==> config.mk <==
export PLATFORM = sky130hd
export DESIGN_NAME = d5m_capture_scheduler
export DESIGN_NICKNAME = d
export VERILOG_FILES = /design/src/rtl/d5m_pkg.sv /design/src/rtl/d5m_wr_stage.sv /design/src/rtl/d5m_capture_scheduler.sv
export SDC_FILE = /design/constraint.sdc
export NUM_CORES = 1
export LEC_CHECK = 0
export BUFFER_PORTS_ARGS = -buffer_cell sky130_fd_sc_hd__buf_2
export CORE_AREA = 2 2 167 169
export DETAILED_ROUTE_END_ITERATION = 10
export DIE_AREA = 0 0 169 171
export PLACE_DENSITY = 0.55
export SLEW_MARGIN = 20
export SYNTH_ARGS = -nofsm -noshare
export SYNTH_HDL_FRONTEND = slang
export SYNTH_SLANG_ARGS = --single-unit
==> constraint.sdc <==
create_clock -name clk -period 14.2 [get_ports clk]
set_input_delay 0 -clock clk [delete_from_list [all_inputs] [get_ports clk]]
set_output_delay 0 -clock clk [all_outputs]
set_load 0.03 [all_outputs]
==> src/rtl/d5m_pkg.sv <==
// d5m_pkg: shared states, default geometry, pixel width and frame-size helper for the D5M capture scheduler
package d5m_pkg;
  typedef enum logic [1:0] {IDLE, ARMED, CAPTURE, DROP} state_t;
  localparam int DEF_COLS = 800;
  localparam int DEF_LINES = 480;
  localparam int PX_W = 8;
  function automatic int total(input int cols, input int lines);
    return cols * lines;
  endfunction
endpackage

==> src/rtl/d5m_wr_stage.sv <==
// d5m_wr_stage: single-entry holding register between the pixel stream and the valid/ready write port
module d5m_wr_stage
  import d5m_pkg::*;
#(
  parameter int ADDR_W = 32
) (
  input  logic              clk,
  input  logic              rst,
  input  logic              push,
  input  logic [ADDR_W-1:0] push_addr,
  input  logic [PX_W-1:0]   push_data,
  input  logic              wr_ready,
  output logic              wr_valid,
  output logic [ADDR_W-1:0] wr_addr,
  output logic [PX_W-1:0]   wr_data,
  output logic              full,
  output logic              accept
);
  assign accept = push && (!full || wr_ready);
  assign wr_valid = full;
  // load on accept (draining the old entry in the same cycle), otherwise empty once the writer takes it
  always_ff @(posedge clk or posedge rst) begin
    if (rst) begin
      full <= 1'b0;
      wr_addr <= '0;
      wr_data <= '0;
    end else if (accept) begin
      full <= 1'b1;
      wr_addr <= push_addr;
      wr_data <= push_data;
    end else if (wr_ready) begin
      full <= 1'b0;
    end
  end
endmodule

==> src/rtl/d5m_capture_scheduler.sv <==
// d5m_capture_scheduler: frame-aligned ping-pong capture of the D5M stream; optional D5M_SCHED_FRAME_SKIP_EN adds cfg_skip
module d5m_capture_scheduler
  import d5m_pkg::*;
#(
  parameter int COLS = DEF_COLS,
  parameter int LINES = DEF_LINES,
  parameter int ADDR_W = 32
) (
  input  logic              clk,
  input  logic              rst,
  input  logic              cap_start,
  input  logic              cap_stop,
  input  logic              cfg_continuous,
  input  logic [ADDR_W-1:0] cfg_buf0_base,
  input  logic [ADDR_W-1:0] cfg_buf1_base,
  input  logic              px_valid,
  input  logic [PX_W-1:0]   px_data,
  input  logic              px_sop,
  input  logic              px_eop,
`ifdef D5M_SCHED_FRAME_SKIP_EN
  input  logic [3:0]        cfg_skip,
`endif
  output logic              wr_valid,
  output logic [ADDR_W-1:0] wr_addr,
  output logic [PX_W-1:0]   wr_data,
  input  logic              wr_ready,
  output logic              busy,
  output logic              frame_done,
  output logic              done_buf,
  output logic [15:0]       frame_count,
  output logic              err_overflow,
  output logic              err_framing
);
  localparam int TOT = total(COLS, LINES);
  localparam int IDX_W = $clog2(TOT + 1);

  state_t state, state_n, end_go;
  logic [IDX_W-1:0] idx, idx_eff;
  logic [ADDR_W-1:0] b0_r, b1_r, cur_b0, cur_b1, push_addr;
  logic active, cont_r, stop_pending;
  logic start_go, sop_go, restart, cap_px, first, cont_eff, stop_eff;
  logic last, good, complete, early, overflow, full, accept, eligible;

`ifdef D5M_SCHED_FRAME_SKIP_EN
  logic [3:0] skip_cnt;
  assign eligible = skip_cnt == 4'd0;
  // count SOPs seen while armed; only the frame that finds the counter at zero is captured
  always_ff @(posedge clk or posedge rst) begin
    if (rst) skip_cnt <= 4'd0;
    else if (start_go) skip_cnt <= 4'd0;
    else if (state == ARMED && px_valid && px_sop && !cap_stop) skip_cnt <= (skip_cnt >= cfg_skip) ? 4'd0 : skip_cnt + 4'd1;
  end
`else
  assign eligible = 1'b1;
`endif

  d5m_wr_stage #(.ADDR_W(ADDR_W)) u_wr (
    .clk(clk),
    .rst(rst),
    .push(cap_px),
    .push_addr(push_addr),
    .push_data(px_data),
    .wr_ready(wr_ready),
    .wr_valid(wr_valid),
    .wr_addr(wr_addr),
    .wr_data(wr_data),
    .full(full),
    .accept(accept)
  );

  assign busy = (state != IDLE) || full;

  // classify the current pixel and pick the next state; a SOP pixel uses live config, later pixels the sampled copy
  always_comb begin
    start_go = state == IDLE && cap_start && !cap_stop;
    sop_go = state == ARMED && px_valid && px_sop && !cap_stop && eligible;
    restart = state == CAPTURE && px_valid && px_sop;
    cap_px = sop_go || (state == CAPTURE && px_valid);
    first = sop_go || restart;
    idx_eff = first ? '0 : idx;
    cur_b0 = first ? cfg_buf0_base : b0_r;
    cur_b1 = first ? cfg_buf1_base : b1_r;
    cont_eff = first ? cfg_continuous : cont_r;
    push_addr = (active ? cur_b1 : cur_b0) + ADDR_W'(idx_eff);
    stop_eff = stop_pending || cap_stop;
    overflow = cap_px && !accept;
    last = idx_eff == IDX_W'(TOT - 1);
    good = cap_px && !overflow;
    complete = good && last;
    early = good && !last && px_eop;
    end_go = stop_eff ? IDLE : ARMED;
    state_n = state;
    if (state == IDLE) state_n = start_go ? ARMED : IDLE;
    else if (state == DROP) state_n = (px_valid && px_eop) ? end_go : DROP;
    else if (cap_px) state_n = overflow ? (px_eop ? end_go : DROP) : complete ? ((cont_eff && !stop_eff) ? ARMED : IDLE) : early ? end_go : CAPTURE;
    else if (state == ARMED && cap_stop) state_n = IDLE;
  end

  // state register
  always_ff @(posedge clk or posedge rst) begin
    if (rst) state <= IDLE;
    else state <= state_n;
  end

  // frame bookkeeping: index, sampled config, buffer ownership, completion pulse, sticky errors, pending stop
  always_ff @(posedge clk or posedge rst) begin
    if (rst) begin
      idx <= '0;
      b0_r <= '0;
      b1_r <= '0;
      cont_r <= 1'b0;
      active <= 1'b0;
      stop_pending <= 1'b0;
      frame_done <= 1'b0;
      done_buf <= 1'b0;
      frame_count <= 16'd0;
      err_overflow <= 1'b0;
      err_framing <= 1'b0;
    end else begin
      frame_done <= complete;
      if (complete) begin
        done_buf <= active;
        frame_count <= frame_count + 16'd1;
        active <= ~active;
      end
      if (start_go) begin
        active <= 1'b0;
        err_overflow <= 1'b0;
        err_framing <= 1'b0;
      end else begin
        if (overflow) err_overflow <= 1'b1;
        if ((good && (last != px_eop)) || restart) err_framing <= 1'b1;
      end
      if (first) begin
        b0_r <= cfg_buf0_base;
        b1_r <= cfg_buf1_base;
        cont_r <= cfg_continuous;
      end
      if (cap_px) idx <= idx_eff + 1'b1;
      stop_pending <= (state_n == IDLE) ? 1'b0 : stop_pending || (cap_stop && (state == CAPTURE || state == DROP));
    end
  end
endmodule

==> run_results.csv <==
group,metric,value,unit
status,status,"finished clean",
sta,max_slew_margin,42.6,%
clock_network,cts_max_path_buffers,2,
hold_path,min_path_type,"input port to flip-flop",
floorplanning,fp.coreArea,0.0273,mm²
synthesis,synth_area_leaders,"dfrtp_1 (46%), nand2_1 (13%), mux2_2 (4.1%)",
power,p_leak,0.00525,µW
clock_network,htreeDepth,4,
synthesis,syn_area,0.00802,mm²
finish,num-nets-final,1202,
detailed_routing,drc_errors,0,
sta,setup_tns,0,ns
worst_setup_path,cp_max_fo,58,
sta,fin_crit,5.13,ns
floorplanning,dieArea,0.0289,mm²
detailed_routing,vias,6833,
grt,top_usage_layer,"met2",
worst_setup_path,r2r_cells,15,
grt,grt_pass1_wl,35900,µm
worst_setup_path,crit_required,14.51,ns
sta,skew,0.00716,ns
hold_path,holdPathStages,3,
synthesis,yosysUniqueCellTypes,63,
finish,area_delta_synth_final,30.3,%
detailed_routing,ant_nets,0,
synthesis,synth_seq_cells,149,
grt,grt_remaining_overflow,0,
worst_setup_path,end_kind,"flip-flop",
finish,fill_cells,2768,
worst_setup_path,regToRegEndpoint,"u_wr.wr_addr[19]",
grt,grt_use_total,15.8,%
grt,antenna_found_initial,0,
worst_setup_path,crit_chain,"or3b_1 > a21oi_4 > buf_4 > nand2_1 > nand2_1 > mux2_2 > ha_1 > a2111oi_0 > nor3_1 > a2111oi_0 > nor3b_1 > o211a_1 > nor2_1 > xnor2_1 > mux2_2",
grt,first_global_vias,6692,
worst_setup_path,worstSetupPathType,"flip-flop to flip-flop",
detailed_routing,via_per_inst,4.69,
grt,grt_use_met1,20.7,%
floorplanning,die_h,171,µm
finish,multiInputGateArea,0.00408,mm²
worst_setup_path,max_stage_delay,0.64,ns
synthesis,yosysSeqAreaShare,46.5,%
sta,setup_viol,0,
grt,met3_usage,3.49,%
clock_network,insertion_delay,0.43,ns
clock_network,root_buffer,"clkbuf_16",
floorplanning,ios,143,
finish,final_cell_mix,"nand2_1 (285), dfrtp_1 (148), buf_2 (142)",
clock_network,clock-sinks,149,
floorplanning,initial_utilization,29.3,%
clock_network,cts_buffers,17,
detailed_routing,dr.first_iter.drc_count,334,
finish,regArea,0.00373,mm²
sta,setup_slack,9.07,ns
synthesis,yosys_warnings,0,
sta,report.final.slew_viol_count,0,
worst_setup_path,r2r_slack,9.07,ns
synthesis,synth_edf_count,0,
synthesis,synth_nets,997,
finish,antennaDiodeCount,0,
worst_setup_path,startpoint_type,"flip-flop",
worst_setup_path,slowest_stage,"a2111oi_0",
sta,tightest_slew,0.852,ns
power,vdd_drop_max,0.0659,mV
place,place.gp.congestion,0.877,
place,dp_hpwl,15700,µm
run,maxCapViolations,0,
sta,fmax,0.195,GHz
synthesis,syn_inst,894,
floorplanning,die_w,169,µm
sta,finalCritPeriodShare,36.1,%
grt,use_met2,26.7,%
synthesis,synth_largest_area_cell,"dfrtp_1",
power,power_density,138,mW/mm²
worst_setup_path,reg2reg_from,"state[0]",
clock_network,post_cts_resized,0,
worst_setup_path,crit_start,"state[0]",
detailed_routing,drt-total-wl,22500,µm
worst_setup_path,worstPathArrival,5.44,ns
synthesis,synth_flop_cell,"dfrtp_1",
synthesis,synth_top_cell_area_share,46.5,%
synthesis,async_flop_share,100,%
worst_setup_path,endpoint,"u_wr.wr_addr[19]",
detailed_routing,avgRoutedWirePerCell,15.4,µm
synthesis,syn_avg_cell_area,8.97,µm²
clock_network,clkTransAtPathRegs,0.06,ns
floorplanning,std_cell_rows,61,
place,io_buffers,142,
finish,layout_commonest_cell,"nand2_1",
finish,final_util,38.2,%
finish,drive_gt1_share,20.1,%
detailed_routing,first_pass_iters,4,
place,post-place-ws,9.09,ns
grt,grt_max_degree,80,
clock_network,tritoncts,"yes",
sta,hold_violations,0,
sta,rsz0062_at_grt,"false",
==> routing by layer <==
layer  vias up  wire [µm]
met1      3234      10300
met5         -          0
met4         0        278
met3        15       1040
li1       3446          -
met2       138      10900
==> worst max-delay path, delay by kind of cell (launching register included) <==
kind                       cells  cell delay, ns
muxes                          2            0.41
adders and majority gates      1            0.29
DFF                            1            0.56
AOI/OAI and AO/OA              4            1.82
and+or+nand+nor                6            1.24
buffers and inverters          1            0.56
xor gates and xnor gates       1            0.09
==> power by group <==
part	switching [µW]	internal [µW]
combinational	255	155
clock	185	280
sequential	45.1	518
total	486	953
==> what timing repair did <==
item / in CTS / in global routing
hold buffers: 80 / 0
setup buffers: 0 / 0
endpoints found under the hold margin: 149 / 0
==> cells in the mapped netlist (all sizes together), types with 9 or more instances <==
| cell type | number |
|---|---|
| nand2 | 286 |
| dfrtp | 149 |
| o21ai | 42 |
| clkbuf | 33 |
| nor2 | 33 |
| xnor2 | 32 |
| mux2 | 29 |
| nor3 | 29 |
| a21oi | 25 |
| xor2 | 24 |
| nand3 | 23 |
| and2 | 21 |
| ha | 21 |
| nand4 | 11 |
| buf | 10 |
| inv | 10 |
| mux2i | 10 |
| and3 | 9 |
==> worst min path at each step <==
stage / startpoint / to / slack (ns)
2_1_floorplan: cfg_buf0_base[21] / b0_r[21] / 0.11
3_3_place_gp: rst / u_wr.wr_data[6] / 0.15
3_5_place_dp: rst / u_wr.wr_data[6] / 0.16
4_1_cts: px_eop / stop_pending / 0.007
5_1_grt: px_eop / stop_pending / 0.05
6_report: px_eop / stop_pending / 0.03
==> registers in the layout, indices dropped and copies added (netlist names) <==
signal        count
active            1
b0_r             32
b1_r             32
cont_r            1
done_buf          1
err_framing       1
err_overflow      1
frame_count      16
frame_done        1
idx              19
state             2
stop_pending      1
u_wr.full         1
u_wr.wr_addr     32
u_wr.wr_data      8
==> through the flow <==
| stage | total power, µW | cells | cell area (µm²) | hold WS, ns |
|---|---|---|---|---|
| after global placement | 961 | 1346 | 9040 | 0.153 |
| after detailed placement | 969 | 1346 | 9040 | 0.162 |
| after floorplan | 836 | 894 | 8020 | 0.105 |
| after CTS | 1460 | 1458 | 10400 | 0.00715 |
| after global routing | 1530 | 1458 | 10400 | 0.0532 |
| final | 1440 | 1458 | 10400 | 0.0270 |
==> layout make-up <==
| class | instances | area share, % |
|---|---|---|
| multi-input combinational | 692 | 39.0 |
| inverter | 10 | 0.407 |
| clock buffer | 19 | 4.24 |
| tap | 346 | 4.14 |
| clock inverter | 13 | 1.50 |
| timing repair buffer | 229 | 15.0 |
| sequential | 149 | 35.7 |
==> kinds of logic (layout without fill, tap and decap cells) <==
family                     count (synthesis)  in the layout  share of synthesized area [%]
and+or+nand+nor                          448            448                           25.1
xor gates and xnor gates                  56             56                           6.12
muxes                                     41             41                           5.88
DFF                                      149            149                           46.5
AOI/OAI and AO/OA                        125            125                           10.0
buffers and inverters                     53            271                           2.87
adders and majority gates                 22             22                           3.53
Power figures use the tool's default switching activity.
